[src/rtl/onehot_decoder_seq.sv]
// Sequential binary-to-one-hot decoder: holds each code HOLD cycles, then one all-zero gap cycle.
// Optional DEC_PIPE_EN adds a one-entry pending register so the next code follows the gap directly.
module onehot_decoder_seq #(
    parameter int unsigned IN_W  = 2,
    parameter int unsigned OUT_W = 4,
    parameter int unsigned HOLD  = 3
) (
    input  logic             clk,
    input  logic             rst,
    input  logic             in_valid,
    output logic             in_ready,
    input  logic [IN_W-1:0]  in,
    output logic [OUT_W-1:0] out,
    output logic             out_valid,
    output logic             done,
    output logic             busy
);

    localparam int unsigned CNT_W = 8;

    typedef enum logic [1:0] {
        IDLE  = 2'd0,
        DRIVE = 2'd1,
        GAP   = 2'd2
    } state_t;

    state_t             state;
    state_t             state_n;
    logic [CNT_W-1:0]   cnt;
    logic [CNT_W-1:0]   cnt_n;
    logic               load;
    logic [IN_W-1:0]    load_idx;
    logic               hs;
    logic [OUT_W-1:0]   out_n;
    logic               out_valid_n;
    logic               done_n;
    logic               busy_n;
    logic               in_ready_n;

    assign hs = in_valid && in_ready;

`ifdef DEC_PIPE_EN
    logic               pend_v;
    logic               pend_v_n;
    logic [IN_W-1:0]    pend;
    logic [IN_W-1:0]    pend_n;

    // Pending entry fills from a handshake during DRIVE and drains when GAP hands over to DRIVE.
    always_ff @(posedge clk) begin
        if (rst) begin
            pend_v <= 1'b0;
            pend   <= '0;
        end else begin
            pend_v <= pend_v_n;
            pend   <= pend_n;
        end
    end
`endif

    // State, counter and registered outputs.
    always_ff @(posedge clk) begin
        if (rst) begin
            state     <= IDLE;
            cnt       <= '0;
            out       <= '0;
            out_valid <= 1'b0;
            done      <= 1'b0;
            busy      <= 1'b0;
            in_ready  <= 1'b1;
        end else begin
            state     <= state_n;
            cnt       <= cnt_n;
            out       <= out_n;
            out_valid <= out_valid_n;
            done      <= done_n;
            busy      <= busy_n;
            in_ready  <= in_ready_n;
        end
    end

    // Next state, hold counter and which index (if any) starts a new code.
    always_comb begin
        state_n  = state;
        cnt_n    = cnt;
        load     = 1'b0;
        load_idx = in;
`ifdef DEC_PIPE_EN
        pend_v_n = pend_v;
        pend_n   = pend;
`endif
        case (state)
            IDLE: begin
                if (hs) begin
                    load = 1'b1;
                end
            end
            DRIVE: begin
                if (cnt == '0) begin
                    state_n = GAP;
                end else begin
                    cnt_n = cnt - CNT_W'(1);
                end
`ifdef DEC_PIPE_EN
                if (hs) begin
                    pend_v_n = 1'b1;
                    pend_n   = in;
                end
`endif
            end
            GAP: begin
                state_n = IDLE;
`ifdef DEC_PIPE_EN
                // A handshake landing in GAP with the entry empty goes straight to DRIVE.
                if (pend_v) begin
                    load     = 1'b1;
                    load_idx = pend;
                    pend_v_n = 1'b0;
                end else if (hs) begin
                    load = 1'b1;
                end
`endif
            end
            default: begin
                state_n = IDLE;
            end
        endcase
        if (load) begin
            state_n = DRIVE;
            cnt_n   = CNT_W'(HOLD - 1);
        end
    end

    // Output values for the next cycle, derived from the next state.
    always_comb begin
        out_n       = '0;
        out_valid_n = (state_n == DRIVE);
        done_n      = (state_n == GAP);
        busy_n      = (state_n != IDLE);
`ifdef DEC_PIPE_EN
        in_ready_n  = (state_n == IDLE) || !pend_v_n;
`else
        in_ready_n  = (state_n == IDLE);
`endif
        if (load) begin
            out_n = OUT_W'(1) << load_idx;
        end else if (state_n == DRIVE) begin
            out_n = out;
        end
    end

endmodule

[config.mk]
export PLATFORM = sky130hd
export DESIGN_NAME = onehot_decoder_seq
export DESIGN_NICKNAME = d
export VERILOG_FILES = /design/src/rtl/onehot_decoder_seq.sv
export SDC_FILE = /design/constraint.sdc
export NUM_CORES = 1
export LEC_CHECK = 0
export ABC_AREA = 1
export CAP_MARGIN = 20
export CORE_MARGIN = 2
export CORE_UTILIZATION = 42
export DETAILED_ROUTE_END_ITERATION = 12
export SLEW_MARGIN = 20
export SYNTH_ARGS = -nofsm -noshare
export SYNTH_HDL_FRONTEND = slang
export SYNTH_SLANG_ARGS = --single-unit
[constraint.sdc]
create_clock -name clk -period 2 [get_ports clk]
set_input_delay 0.2 -clock clk [delete_from_list [all_inputs] [get_ports clk]]
set_output_delay 0.2 -clock clk [all_outputs]
set_load 0.01 [all_outputs]
==> metrics.cfg, run 1 <==
[route]
firstDrtPassIters=5
route.vias.total=711
wirelength_um=1580
via_per_inst=4.68
ant_nets=0
post_drt_wl_per_cell_um=10.4
drc=0
drtIter0Drc=17

[timing]
finalSetupViolations=0
max-slew-margin-rel=0.777
min_period_ns=1.47
finClkSkew_ns=0.00133
hold_viol_final=0
max_freq_mhz=678
fin_hold_ws_ns=0.470
tightest_slew_ns=0.334
rsz0062_at_grt=false
fin_crit_sh=0.737
drv_slew=0
setup_tns_ns=0

[min_path]
min_path_cells=2
hp-start=out[3]$_SDFFE_PP0P_
min_to=out[3]$_SDFFE_PP0P_
min_path_type=reg -> reg

[logic_synthesis]
synth-simple-area-share=0.306
yosysWarnings=0
synth_top_family_by_area=simple AND/OR/NAND/NOR gates
synth-seq-area-share=0.434
synth_seq_cells=18
synth_compound_area_frac=0.148
ys_types=21
syn-num-nets=118
avgSynthCellArea_um2=7.48
synthXorXnorAreaFrac=0.0105
synth_fa_ha_area_frac=0.0301
synthCells=111
synthMuxAreaShare=0
synth.cell_area_um2=831

[place]
port_buffers=12
place_hpwl_um=1160
gp_congestion=0.782
dpl-instance-area_um2=970

[cts]
cts_max_path_buffers=2
hold_buffers=0
cts_made_buffers=3
h-tree-depth=1
ctsResizeCount=0
root_buffer=clkbuf_4
cts_tree=done
insertion_delay_ns=0.30
post_cts_buffers=0
clkSlewWorstSetupHoldPaths_ns=0.10
cts_sinks=18

[flow_run]
drv_cap=0

[setup_path]
r2r_setup_slack_ns=0.53
endpoint_kind=flop
r2r-start=cnt[0]$_SDFFE_PP0P_
cpPeakStageDelay_ns=0.34
r2r_cells=7
crit_slowest_cell=dfxtp_1
crit_chain=inv_1, ha_1, nand3_2, nor2_4, nor2_4, o21ai_0, a21oi_1
arrival_ns=1.71
start_kind=flop
critPathMostFrequentCell=nor2_4
critical_path_class=reg -> reg
critPathMaxFanout=12
worstPathRequired_ns=2.24
r2r-end=cnt[2]$_SDFFE_PP0P_

[finish]
diodes=0
drive_gt1_frac=0.0880
post-route-util=0.523
num-nets-final=133
mostFrequentLayoutCells=nand2_1 (32), dfxtp_1 (18), nor2_1 (13), a21oi_1 (13)
area_delta_synth_final_pct=21.1
layout_commonest_cell=nand2_1
final_area_mm2=0.00101

[power]
cellLeakagePower_nw=0.394
max-vdd-ir-drop_uv=582
power.density_mw_per_mm2=924

[floorplan]
die_area_mm2=0.00235
start_util=0.432
io_pins=13
die_w_um=48.5
coreArea_mm2=0.00192
rows=16
die-height_um=48.5

[global_route]
grt_max_degree=13
grt_overflow=0
antenna_found_initial=0
grt_pass1_vias=656
grt_usage=0.152
grt_pass1_wl_um=2760

[status]
status=completed

## how the worst max path moves through the flow
stage,start,to,slack (ns)
after floorplan,cnt[0]$_SDFFE_PP0P_,out[0]$_SDFFE_PP0P_,0.71
after global placement,cnt[0]$_SDFFE_PP0P_,cnt[2]$_SDFFE_PP0P_,0.56
after detailed placement,cnt[0]$_SDFFE_PP0P_,cnt[2]$_SDFFE_PP0P_,0.55
after CTS,cnt[0]$_SDFFE_PP0P_,cnt[2]$_SDFFE_PP0P_,0.52
after global routing,cnt[0]$_SDFFE_PP0P_,cnt[2]$_SDFFE_PP0P_,0.37
final,cnt[0]$_SDFFE_PP0P_,cnt[2]$_SDFFE_PP0P_,0.53
## cells by family (layout without fill, tap and decap cells)
| group | after synthesis | count (layout) |
|---|---|---|
| DFF | 18 | 18 |
| AOI/OAI and AO/OA | 20 | 20 |
| xor gates and xnor gates | 1 | 1 |
| and+or+nand+nor | 56 | 56 |
| buffers and inverters | 14 | 28 |
| adders and majority gates | 2 | 2 |
## per-layer routing
layer / up-vias / part of all wire / track usage / wire (um)
met2: 11 / 0.46 / 0.236 / 722
li1: 381 / - / - / -
met5: - / 0 / 0 / 0
met3: 3 / 0.026 / 0.0340 / 41
met4: 0 / 0.019 / 0.0857 / 30
met1: 316 / 0.50 / 0.197 / 785
## registers in the layout, summed over array words and instances, names as in the netlist
name / cells
cnt: 8
out: 4
state: 2
busy: 1
done: 1
in_ready: 1
out_valid: 1
## worst max-delay path: cells and delay by family (launching register included)
family	cells	cell delay (ns)
buffers and inverters	1	0.10
AO/OA/AOI/OAI	2	0.27
adder cells (fa/ha/maj)	1	0.23
flip-flops	1	0.34
AND/OR/NAND/NOR	3	0.46
## cell usage after synthesis
| library cell | n | area [um2] |
|---|---|---|
| o21a_1 | 1 | 7.51 |
| nand4_1 | 2 | 12.5 |
| nor4_1 | 2 | 12.5 |
| xnor2_1 | 1 | 8.76 |
| nor2_1 | 13 | 48.8 |
| a21boi_0 | 1 | 7.51 |
| a21oi_1 | 13 | 65.1 |
| nand3_2 | 1 | 10.0 |
| nor2_2 | 1 | 6.26 |
| dfxtp_1 | 18 | 360 |
| nand2_1 | 32 | 120 |
| o21bai_4 | 1 | 18.8 |
| ha_1 | 2 | 25.0 |
| o21ai_2 | 1 | 8.76 |
| nor2_4 | 2 | 22.5 |
| nand3_1 | 2 | 10.0 |
| o21ai_0 | 3 | 15.0 |
| clkbuf_1 | 1 | 3.75 |
| nand2_4 | 1 | 11.3 |
| buf_6 | 1 | 11.3 |
| inv_1 | 12 | 45.0 |
## power by group
part | switching (mW) | leakage [nW] | internal, mW
Clock | 0.116 | 0.0210 | 0.111
Combinational | 0.173 | 0.226 | 0.118
Sequential | 0.0194 | 0.147 | 0.391
Total | 0.309 | 0.394 | 0.621
## stage by stage
step	total power, mW	instances	worst slack (ns)
after CTS	0.939	152	0.523
final	0.929	152	0.525
after global placement	0.706	148	0.565
after detailed placement	0.710	148	0.548
after global routing	0.999	152	0.371
after floorplan	0.641	111	0.714
## area by class of cell
type,count,area (um2)
fillers,211,916
well taps,27,33.8
clock buffers,4,36.3
multi-input cells,79,410
flip-flops and latches,18,360
repair buffers,12,120
inverters,12,45.0
No activity file was read; power rests on OpenSTA's default activity.
==> run 2, diff against run 1 <==
--- a/config.mk
+++ b/config.mk
@@ -10,6 +10,7 @@
 export CORE_MARGIN = 2
 export CORE_UTILIZATION = 42
 export DETAILED_ROUTE_END_ITERATION = 12
+export PLACE_DENSITY = 0.67
 export SLEW_MARGIN = 20
 export SYNTH_ARGS = -nofsm -noshare
 export SYNTH_HDL_FRONTEND = slang
==> constraint.sdc (replaced) <==
create_clock -name clk -period 1.2 [get_ports clk]
set_input_delay 0.12 -clock clk [delete_from_list [all_inputs] [get_ports clk]]
set_output_delay 0.12 -clock clk [all_outputs]
set_load 0.01 [all_outputs]
==> run 2 against run 1 <==
  * The flow now finishes with violations (negative setup slack)
  * Wire length rose by 30%
  * Clock power rose by 67%
  * Utilization rose by 15 points
  * Sequential power rose by 67%
  * Combinational power rose to 2.7 times the previous value
  * Global-route usage rose by 2.2 points
  * First-iteration DRC count rose by 35%
  * Die area did not move
  * Count of clock-buffer cells in the layout did not move
  * Sequential share of layout area fell by 7.4 points
==> metrics.cfg, run 2 (synthesis gave the netlist of run 1 again) <==
[global_route]
grt_max_degree=11
grt_usage=0.174
grt_pass1_vias=809
antenna_found_initial=0
grt_overflow=0
grt_pass1_wl_um=3240

[timing]
rsz0062_at_grt=true
hold_viol_final=0
finalSetupViolations=10
timing.final.ws_setup_ns=-0.0364
setup_tns_ns=-0.139
min_period_ns=1.24
fin_hold_ws_ns=0.434
max_freq_mhz=809
finClkSkew_ns=0.00468
max-slew-margin-rel=0.791
drv_slew=0
tightest_slew_ns=0.313
fin_crit_sh=1.03

[floorplan]
die_w_um=48.5
die-height_um=48.5
die_area_mm2=0.00235
io_pins=13
start_util=0.432
coreArea_mm2=0.00192
rows=16

[place]
post-place-ws_ns=-0.144
placed_cells=160
port_buffers=12
place_hpwl_um=1260
gp_congestion=0.837

[route]
via_per_inst=4.90
post_drt_wl_per_cell_um=12.1
route.vias.total=828
firstDrtPassIters=4
wirelength_um=2050
ant_nets=0
drtIter0Drc=23
drc=0

[finish]
num-nets-final=150
largest_reg_flops=8
diodes=0
area_delta_synth_final_pct=54.7
layout_commonest_cell=nand2_1
drive_gt1_frac=0.451
mostFrequentLayoutCells=nand2_1 (18), dfxtp_1 (14), buf_4 (14), nand2_2 (13), nor2_1 (10)
stdcell_count=169
regMostFlops=cnt
top_regs=cnt x8, out x4, state x2

[min_path]
min_path_type=in -> reg

[cts]
insertion_delay_ns=0.30
h-tree-depth=1
root_buffer=clkbuf_4
cts_tree=done
hold_buffers=0
clkSlewWorstSetupHoldPaths_ns=0.11
cts_max_path_buffers=2
cts_made_buffers=3
cts_sinks=18

[power]
max-vdd-ir-drop_uv=917
power_mw=1.84
cellLeakagePower_nw=0.533
power.density_mw_per_mm2=1430

[flow_run]
drv_cap=0

[setup_path]
endpoint_kind=flop
worstPathRequired_ns=1.41
arrival_ns=1.45
critical_path_class=reg -> reg
critPathMaxFanout=3
start_kind=flop

[status]
violations=negative setup slack
status=finished, violations left

[run 2: cell count changes in the layout (fill, tap and decap cells not counted), sizes merged]
cell / previous run / this run
buf: 0 / 17
clkdlybuf4s50: 12 / 4
dlygate4sd2: 0 / 8
[run 2: area by class of cell]
cell class                      instances  area, um2
Multi-Input combinational cell         79        556
Fill cell                             170        637
Sequential cell                        18        365
Tap cell                               27       33.8
Clock buffer                            4       36.3
Timing Repair Buffer                   29        249
Inverter                               12       45.0
[run 2: worst paths after layout]
check                                          from                  end  slack (ns)  cells past startpoint
worst max-delay path            cnt[0]$_SDFFE_PP0P_      done$_SDFF_PP0_       -0.04                      6
worst min-delay path                          in[1]  out[2]$_SDFFE_PP0P_        0.43                      3
worst min register to register  out[3]$_SDFFE_PP0P_  out[3]$_SDFFE_PP0P_        0.47                      2
worst max register to register  cnt[0]$_SDFFE_PP0P_      done$_SDFF_PP0_       -0.04                      6
[run 2: timing repair]
item / in CTS / in global routing
pin swaps: 6 / 10
setup buffers: 4 / 1
setup endpoints to repair: 20 / 14
cloned: 0 / 0
resized for setup: 29 / 28
[run 2: per-layer routing]
layer,part of all wire,up-vias,GRT usage,wire (um)
met5,0,-,0,0
met2,0.51,17,0.313,1050
met3,0.030,2,0.0185,62
li1,-,421,-,-
met1,0.45,388,0.208,920
met4,0.0063,0,0.0857,13
[run 2: worst max-delay path, cell delays in order, from the launching register on]
cell and delay, ns:
dfxtp_2 0.35, inv_2 0.08, ha_4 0.14, nand3_4 0.09, buf_4 0.15, buf_4 0.14
nor4_4 0.20
[run 2: report_power, final]
group	internal, mW	switching [mW]	leakage, nW	total (mW)
sequential	0.655	0.0310	0.148	0.686
combinational	0.343	0.433	0.363	0.776
clock	0.185	0.195	0.0210	0.380
[run 2: stage by stage]
step | cell area (um2) | util
final | 1280 | 0.669
after global routing | 1280 | 0.669
after CTS | 1190 | 0.617
after detailed placement | 1060 | 0.551
after global placement | 1060 | 0.551
after floorplan | 831 | -
